## src/rtl/piano_pkg.sv

```systemverilog
// Shared note table for the piano tone generator and detector.
// Periods are in clk cycles, index 0 is the lowest-period (highest-pitch) note.
package piano_pkg;

  localparam int NUM_NOTES = 8;
  localparam int NOTE_W    = 8;

  typedef logic [2:0] note_idx_t;

  localparam logic [NUM_NOTES-1:0][NOTE_W-1:0] NOTE_PERIOD = {
    8'd172, 8'd162, 8'd144, 8'd128, 8'd114, 8'd108, 8'd96, 8'd86
  };

  typedef enum logic {
    ST_IDLE    = 1'b0,
    ST_MEASURE = 1'b1
  } det_state_t;

endpackage

```

## src/rtl/tone_sync_edge.sv

```systemverilog
// Two-flop synchronizer for an asynchronous level input, plus a one-cycle
// pulse on each synchronized rising edge.
module tone_sync_edge (
  input  logic clk,
  input  logic rst_n,
  input  logic d_i,
  output logic rise_o
);

  logic [1:0] sync_q;
  logic       prev_q;

  always_ff @(posedge clk or negedge rst_n) begin
    if (!rst_n) begin
      sync_q <= 2'b00;
      prev_q <= 1'b0;
    end else begin
      sync_q <= {sync_q[0], d_i};
      prev_q <= sync_q[1];
    end
  end

  assign rise_o = sync_q[1] & ~prev_q;

endmodule

```

## src/rtl/tone_detector.sv

```systemverilog
// Measures the rising-edge-to-rising-edge period of a square-wave tone and
// reports the matching note once two consecutive periods agree.
module tone_detector
  import piano_pkg::*;
#(
  parameter int WIDTH_COUNTER = 10,
  parameter int TIMEOUT       = 1000,
  parameter int TOL           = 2
) (
  input  logic                     clk,
  input  logic                     rst_n,
  input  logic                     en,
  input  logic                     tone_in,
  output note_idx_t                note_idx,
  output logic                     note_valid,
  output logic [WIDTH_COUNTER-1:0] period,
  output logic                     sample_stb,
  output logic                     miss_stb
);

  localparam int PW = WIDTH_COUNTER + 1;
  localparam logic [WIDTH_COUNTER-1:0] TIMEOUT_C = WIDTH_COUNTER'(TIMEOUT);
  localparam logic [WIDTH_COUNTER-1:0] CNT_ONE   = WIDTH_COUNTER'(1);
  localparam logic [PW-1:0]            TOL_W     = PW'(TOL);

  det_state_t               state_q, state_d;
  logic [WIDTH_COUNTER-1:0] cnt_q, cnt_d;
  logic [WIDTH_COUNTER-1:0] period_q, period_d;
  logic                     pend_q, pend_d;
  note_idx_t                cand_idx_q, cand_idx_d;
  logic                     cand_ok_q, cand_ok_d;
  note_idx_t                note_idx_q, note_idx_d;
  logic                     valid_q, valid_d;

  logic                     edge_w;
  logic                     timeout_w;
  logic [NUM_NOTES-1:0]     hit_vec;
  logic                     hit_any;
  note_idx_t                hit_idx;

  tone_sync_edge u_sync (
    .clk    (clk),
    .rst_n  (rst_n),
    .d_i    (tone_in),
    .rise_o (edge_w)
  );

  // Distance is taken one bit wider than the period so it can never wrap.
  for (genvar gi = 0; gi < NUM_NOTES; gi++) begin : g_cmp
    logic [PW-1:0] ref_w, per_w, diff_w;
    assign ref_w        = PW'(NOTE_PERIOD[gi]);
    assign per_w        = {1'b0, period_q};
    assign diff_w       = (per_w >= ref_w) ? (per_w - ref_w) : (ref_w - per_w);
    assign hit_vec[gi]  = (diff_w <= TOL_W);
  end

  always_comb begin
    hit_idx = '0;
    for (int i = NUM_NOTES - 1; i >= 0; i--) begin
      if (hit_vec[i]) hit_idx = note_idx_t'(i);
    end
  end

  assign hit_any   = |hit_vec;
  assign timeout_w = (cnt_q == TIMEOUT_C);

  always_comb begin
    state_d    = state_q;
    cnt_d      = cnt_q;
    period_d   = period_q;
    pend_d     = 1'b0;
    cand_idx_d = cand_idx_q;
    cand_ok_d  = cand_ok_q;
    note_idx_d = note_idx_q;
    valid_d    = valid_q;

    if (!en) begin
      state_d    = ST_IDLE;
      cnt_d      = '0;
      valid_d    = 1'b0;
      cand_ok_d  = 1'b0;
      cand_idx_d = '0;
    end else begin
      // Score the period captured on the previous cycle.
      if (pend_q) begin
        if (hit_any) begin
          if (cand_ok_q && (cand_idx_q == hit_idx)) begin
            valid_d    = 1'b1;
            note_idx_d = hit_idx;
          end else begin
            cand_idx_d = hit_idx;
            cand_ok_d  = 1'b1;
            valid_d    = 1'b0;
          end
        end else begin
          cand_ok_d = 1'b0;
          valid_d   = 1'b0;
        end
      end

      case (state_q)
        ST_IDLE: begin
          cnt_d = '0;
          if (edge_w) begin
            state_d = ST_MEASURE;
            cnt_d   = CNT_ONE;
          end
        end
        ST_MEASURE: begin
          if (timeout_w) begin
            // A coincident edge is not scored but still restarts the count.
            valid_d    = 1'b0;
            cand_ok_d  = 1'b0;
            cand_idx_d = '0;
            if (edge_w) begin
              cnt_d = CNT_ONE;
            end else begin
              state_d = ST_IDLE;
              cnt_d   = '0;
            end
          end else if (edge_w) begin
            period_d = cnt_q;
            pend_d   = 1'b1;
            cnt_d    = CNT_ONE;
          end else begin
            cnt_d = cnt_q + CNT_ONE;
          end
        end
        default: state_d = ST_IDLE;
      endcase
    end
  end

  always_ff @(posedge clk or negedge rst_n) begin
    if (!rst_n) begin
      state_q    <= ST_IDLE;
      cnt_q      <= '0;
      period_q   <= '0;
      pend_q     <= 1'b0;
      cand_idx_q <= '0;
      cand_ok_q  <= 1'b0;
      note_idx_q <= '0;
      valid_q    <= 1'b0;
    end else begin
      state_q    <= state_d;
      cnt_q      <= cnt_d;
      period_q   <= period_d;
      pend_q     <= pend_d;
      cand_idx_q <= cand_idx_d;
      cand_ok_q  <= cand_ok_d;
      note_idx_q <= note_idx_d;
      valid_q    <= valid_d;
    end
  end

  assign note_idx   = note_idx_q;
  assign note_valid = valid_q;
  assign period     = period_q;
  assign sample_stb = pend_q & en & hit_any;
  assign miss_stb   = pend_q & en & ~hit_any;

endmodule
```

## config.mk

```make
export PLATFORM = sky130hd
export DESIGN_NAME = tone_detector
export DESIGN_NICKNAME = d
export VERILOG_FILES = /design/src/rtl/piano_pkg.sv /design/src/rtl/tone_sync_edge.sv /design/src/rtl/tone_detector.sv
export SDC_FILE = /design/constraint.sdc
export NUM_CORES = 1
export LEC_CHECK = 0
export ABC_AREA = 1
export CORE_ASPECT_RATIO = 0.6
export CORE_UTILIZATION = 25
export CTS_BUF_LIST = sky130_fd_sc_hd__clkbuf_8
export CTS_CLUSTER_DIAMETER = 150
export DETAILED_ROUTE_END_ITERATION = 8
export PLACE_DENSITY_LB_ADDON = 0.25
export SYNTH_ARGS = -nofsm -noshare
export SYNTH_HDL_FRONTEND = slang
export SYNTH_HIERARCHICAL = 1
export SYNTH_SLANG_ARGS = --single-unit
```

## constraint.sdc

```tcl
create_clock -name clk -period 4.4 [get_ports clk]
set_clock_uncertainty 0.05 [all_clocks]
set_input_delay 1.1 -clock clk [delete_from_list [all_inputs] [get_ports clk]]
set_output_delay 1.1 -clock clk [all_outputs]
set_load 0.01 [all_outputs]
```

==> impl_metrics.tcl <==
set metrics [dict create \
    path_max_fanout 8 \
    worst_setup_hold_path_clk_slew_ns 0.07 \
    detailed_place_hpwl_um 17000 \
    tritoncts.num_buffers 5 \
    synth_cell_type_count 44 \
    gr-total-overflow 0 \
    initial_core_util 0.255 \
    synth_sequential_area_ratio 0.162 \
    timing.critical_path.max_delay_family "simple AND/OR/NAND/NOR gates" \
    cp_slowest_cell "sky130_fd_sc_hd__dfrtp_1" \
    routability_congestion_estimate 0.991 \
    post_route_cells_drive_above_1_share 0.168 \
    final_cell_count_without_fillers 1271 \
    class_of_the_tightest_hold_or_removal_check "reg2reg" \
    first_iter_violations 697 \
    die-width_um 186 \
    layout_min_cycle_time_ns 4.15 \
    clkPwrFrac 0.071 \
    antenna-diode-count 0 \
    boundaryPins 20 \
    syn-instance-count 904 \
    final_design_area_no_fill_um2 6410 \
    worstPathRequired_ns 3.25 \
    placement_rows 40 \
    via_cell_ratio 4.82 \
    leakage_nw 3.34 \
    part_of_the_cycle_the_worst_path_needs 0.944 \
    worstPathCellList "inv_1 -> buf_4 -> ha_1 -> nand3_1 -> nor2_1 -> nor2_4 -> buf_4 -> o21ai_0 -> nor3_1 -> nand2_1 -> nand4_4 -> inv_1 -> nand2_2 -> nor2_2 -> inv_1 -> nor2_1 -> clkbuf_2" \
    slowest_delay_ns 0.41 \
    drt-wirelength-per-cell_um 16.2 \
    antenna_violations_before_repair 0 \
    final_number_of_setup_violating_endpoints 0 \
    detail-route-antenna-nets 0 \
    max-slew-margin-rel 0.664 \
    clock_insertion_delay_worst_skew_ns 0.29 \
    tightestPinTransition_ns 0.498 \
    vias 6131 \
    postLayoutCoreUtil 0.321 \
    die-area_um2 21000 \
    leading_cell_types_in_the_layout_fill_and_taps_excluded "339 x sky130_fd_sc_hd__nand2_1, 94 x sky130_fd_sc_hd__inv_1, 90 x sky130_fd_sc_hd__nand3_1" \
    chipHeight_um 113 \
    hold_violations 0 \
    fmaxAchievable_mhz 241 \
    worstSetupEndpointType "output pin" \
    mappedNetlistNets 937 \
    critPathBufInv 6 \
    arrival_time_at_the_worst_endpoint_ns 3.00 \
    critical_path_class "reg2out" \
    switching_power_mw 1.86 \
    proportion_of_power_drawn_by_flip_flops_and_latches 0.107 \
    status "finished, final reports clean" \
    syn_to_final_growth_pct 25.9 \
    numPlacedInstances 1262 \
    grt_setup_unrepaired "false" \
    cp-start-kind "register" \
    drc_errors 0 \
    slew_viol_final 0 \
    cts.root.buffer_cell "sky130_fd_sc_hd__clkbuf_8" \
    irDropWorstVdd_mv 0.238 \
    post-synth-top-area-cell "sky130_fd_sc_hd__nand2_1" \
    tritoncts_clock_tree "done" \
    htree_levels 2 \
    cap_violations 0 \
    total_wirelength_um 20600 \
    p_per_area_nw_per_um2 514 \
    placement_stage_cell_area_um2 6230 \
    syn-mean-instance-area_um2 5.63 \
    via_count_of_the_first_global_routing_pass 5396 \
    portBuffers 19 \
    globalRouteTotalUtil 0.201 \
    grt_first_pass_wirelength_um 32000 \
    power_report.internal_total_mw 1.44 \
    core_area_um2 20000 \
    layout.nets 1031 \
    clock-sinks 33 \
    fraction_of_synthesized_cell_area_taken_by_the_top_area_cell_type 0.253 \
    yosys_register_bits 33 \
    cts-root-to-sink-buffers 2 \
    grt_start_max_net_pins 34 \
    detail_route.first_pass.iterations 7 \
    combPwrFrac 0.822 \
    worst_path_most_repeated_cell "sky130_fd_sc_hd__inv_1" \
    p_sw_frac 0.564 \
    netlist_area_before_placement_um2 5090 \
    commonest_non_fill_non_tap_cell_in_the_layout "sky130_fd_sc_hd__nand2_1" \
    post_synth_main_area_contributors "sky130_fd_sc_hd__nand2_1 25%, sky130_fd_sc_hd__dfrtp_1 16%, sky130_fd_sc_hd__nand3_1 9.1%" \
    synth_warnings 6 \
]
-- area by class of cell --
type / count / area, µm²
multi-input cells: 732 / 3740
flip-flops and latches: 33 / 826
fillers: 2248 / 13600
inverters: 110 / 417
repair buffers: 116 / 995
well taps: 273 / 342
clock buffers: 6 / 82.6
clock inverters: 1 / 7.51
-- Yosys cell counts, drive strengths merged --
cell type  count
nand2        356
inv          110
nand3         94
nor2          90
o21ai         42
a21oi         35
dfrtp         33
ha            29
xor2          29
buf           26
nand4         19
nor3          14
nand3b         4
clkbuf         3
nor3b          2
o211ai         2
o22ai          2
or2            2
xnor2          2
a211oi         1
a21boi         1
a21o           1
a221oi         1
and2           1
and3           1
o2111ai        1
o21bai         1
o221ai         1
o31ai          1
-- power groups by stage --
stage	Combinational, mW	Sequential, mW	Clock, mW
after detailed placement	2.56	0.358	0
final	2.71	0.353	0.235
after global routing	2.95	0.355	0.260
after floorplan	1.56	0.382	0
after global placement	2.59	0.356	0
after CTS	2.61	0.351	0.248
-- flip-flops by register name, summed over array words and instances, names as in the netlist --
signal,cells
pend_q,1
period,10
note_valid,1
u_sync/prev_q,1
state_q,1
u_sync/sync_q,2
cnt_q,10
note_idx,3
cand_ok_q,1
cand_idx_q,3
-- repair_timing --
| item | 4_1_cts | 5_1_grt |
|---|---|---|
| hold buffers | 0 | 0 |
| endpoints found under the setup margin | 2 | 2 |
| resized for setup | 12 | 20 |
| pin swaps | 0 | 4 |
| setup buffers | 2 | 0 |
-- final timing paths --
check | slack [ns] | startpoint | cells after the start | to
setup / recovery | 0.25 | period[5]$_DFFE_PN0P_ | 17 | miss_stb
hold / removal | 0.30 | u_sync/sync_q[0]$_DFF_PN0_ | 0 | u_sync/sync_q[1]$_DFF_PN0_
setup reg to reg | 1.10 | period[5]$_DFFE_PN0P_ | 24 | note_idx[1]$_DFFE_PN0P_
hold reg to reg | 0.30 | u_sync/sync_q[0]$_DFF_PN0_ | 0 | u_sync/sync_q[1]$_DFF_PN0_
max in group asynchronous | 2.81 | rst_n | 2 | cnt_q[5]$_DFF_PN0_
min in group asynchronous | 1.17 | rst_n | 2 | note_idx[2]$_DFFE_PN0P_
-- worst reg2reg max path, cell delays in order (launching register included) --
cell	delay, ns
sky130_fd_sc_hd__dfrtp_1	0.41
sky130_fd_sc_hd__inv_1	0.13
sky130_fd_sc_hd__buf_4	0.20
sky130_fd_sc_hd__ha_1	0.29
sky130_fd_sc_hd__nand3_1	0.18
sky130_fd_sc_hd__nor2_1	0.21
sky130_fd_sc_hd__nor2_4	0.09
sky130_fd_sc_hd__buf_4	0.15
sky130_fd_sc_hd__nand2_1	0.05
sky130_fd_sc_hd__nand2_1	0.07
sky130_fd_sc_hd__buf_4	0.14
sky130_fd_sc_hd__inv_1	0.04
sky130_fd_sc_hd__nand2_1	0.05
sky130_fd_sc_hd__nor2_1	0.08
sky130_fd_sc_hd__nand3_1	0.07
sky130_fd_sc_hd__nand2_1	0.08
sky130_fd_sc_hd__inv_1	0.07
sky130_fd_sc_hd__nand2_1	0.12
sky130_fd_sc_hd__nand2_2	0.06
sky130_fd_sc_hd__nand3_1	0.07
sky130_fd_sc_hd__nand3_1	0.09
sky130_fd_sc_hd__nor2_2	0.17
sky130_fd_sc_hd__nand4_1	0.18
sky130_fd_sc_hd__nand2_1	0.10
sky130_fd_sc_hd__nand2_1	0.05
-- cell families after synthesis --
family / Yosys count / share of synthesized area
adder cells (fa/ha/maj): 29 / 0.0713
AND/OR/NAND/NOR: 583 / 0.497
XOR/XNOR: 31 / 0.0533
flip-flops: 33 / 0.162
AO/OA/AOI/OAI: 89 / 0.0988
buffers and inverters: 139 / 0.117
-- stage by stage --
stage / worst slack, ns / setup TNS (ns) / power, mW / hold WS [ns]
floorplan: 0.395 / 0 / 1.94 / 0.281
global placement: -0.0109 / -0.0109 / 2.95 / 0.288
detailed placement: 0.0205 / 0 / 2.92 / 0.286
CTS: 0.0739 / 0 / 3.21 / 0.302
global route: 0.0400 / 0 / 3.57 / 0.304
finish: 0.245 / 0 / 3.30 / 0.301
-- layer usage --
metal  track usage  vias up  share of wire
met5             0        -              0
met4        0.0169        0         0.0054
met3        0.0539       12           0.12
met2         0.239      264           0.34
met1         0.345     2800           0.53
li1              -     3055              -
Note: power is estimated with default switching activity, not from simulation.
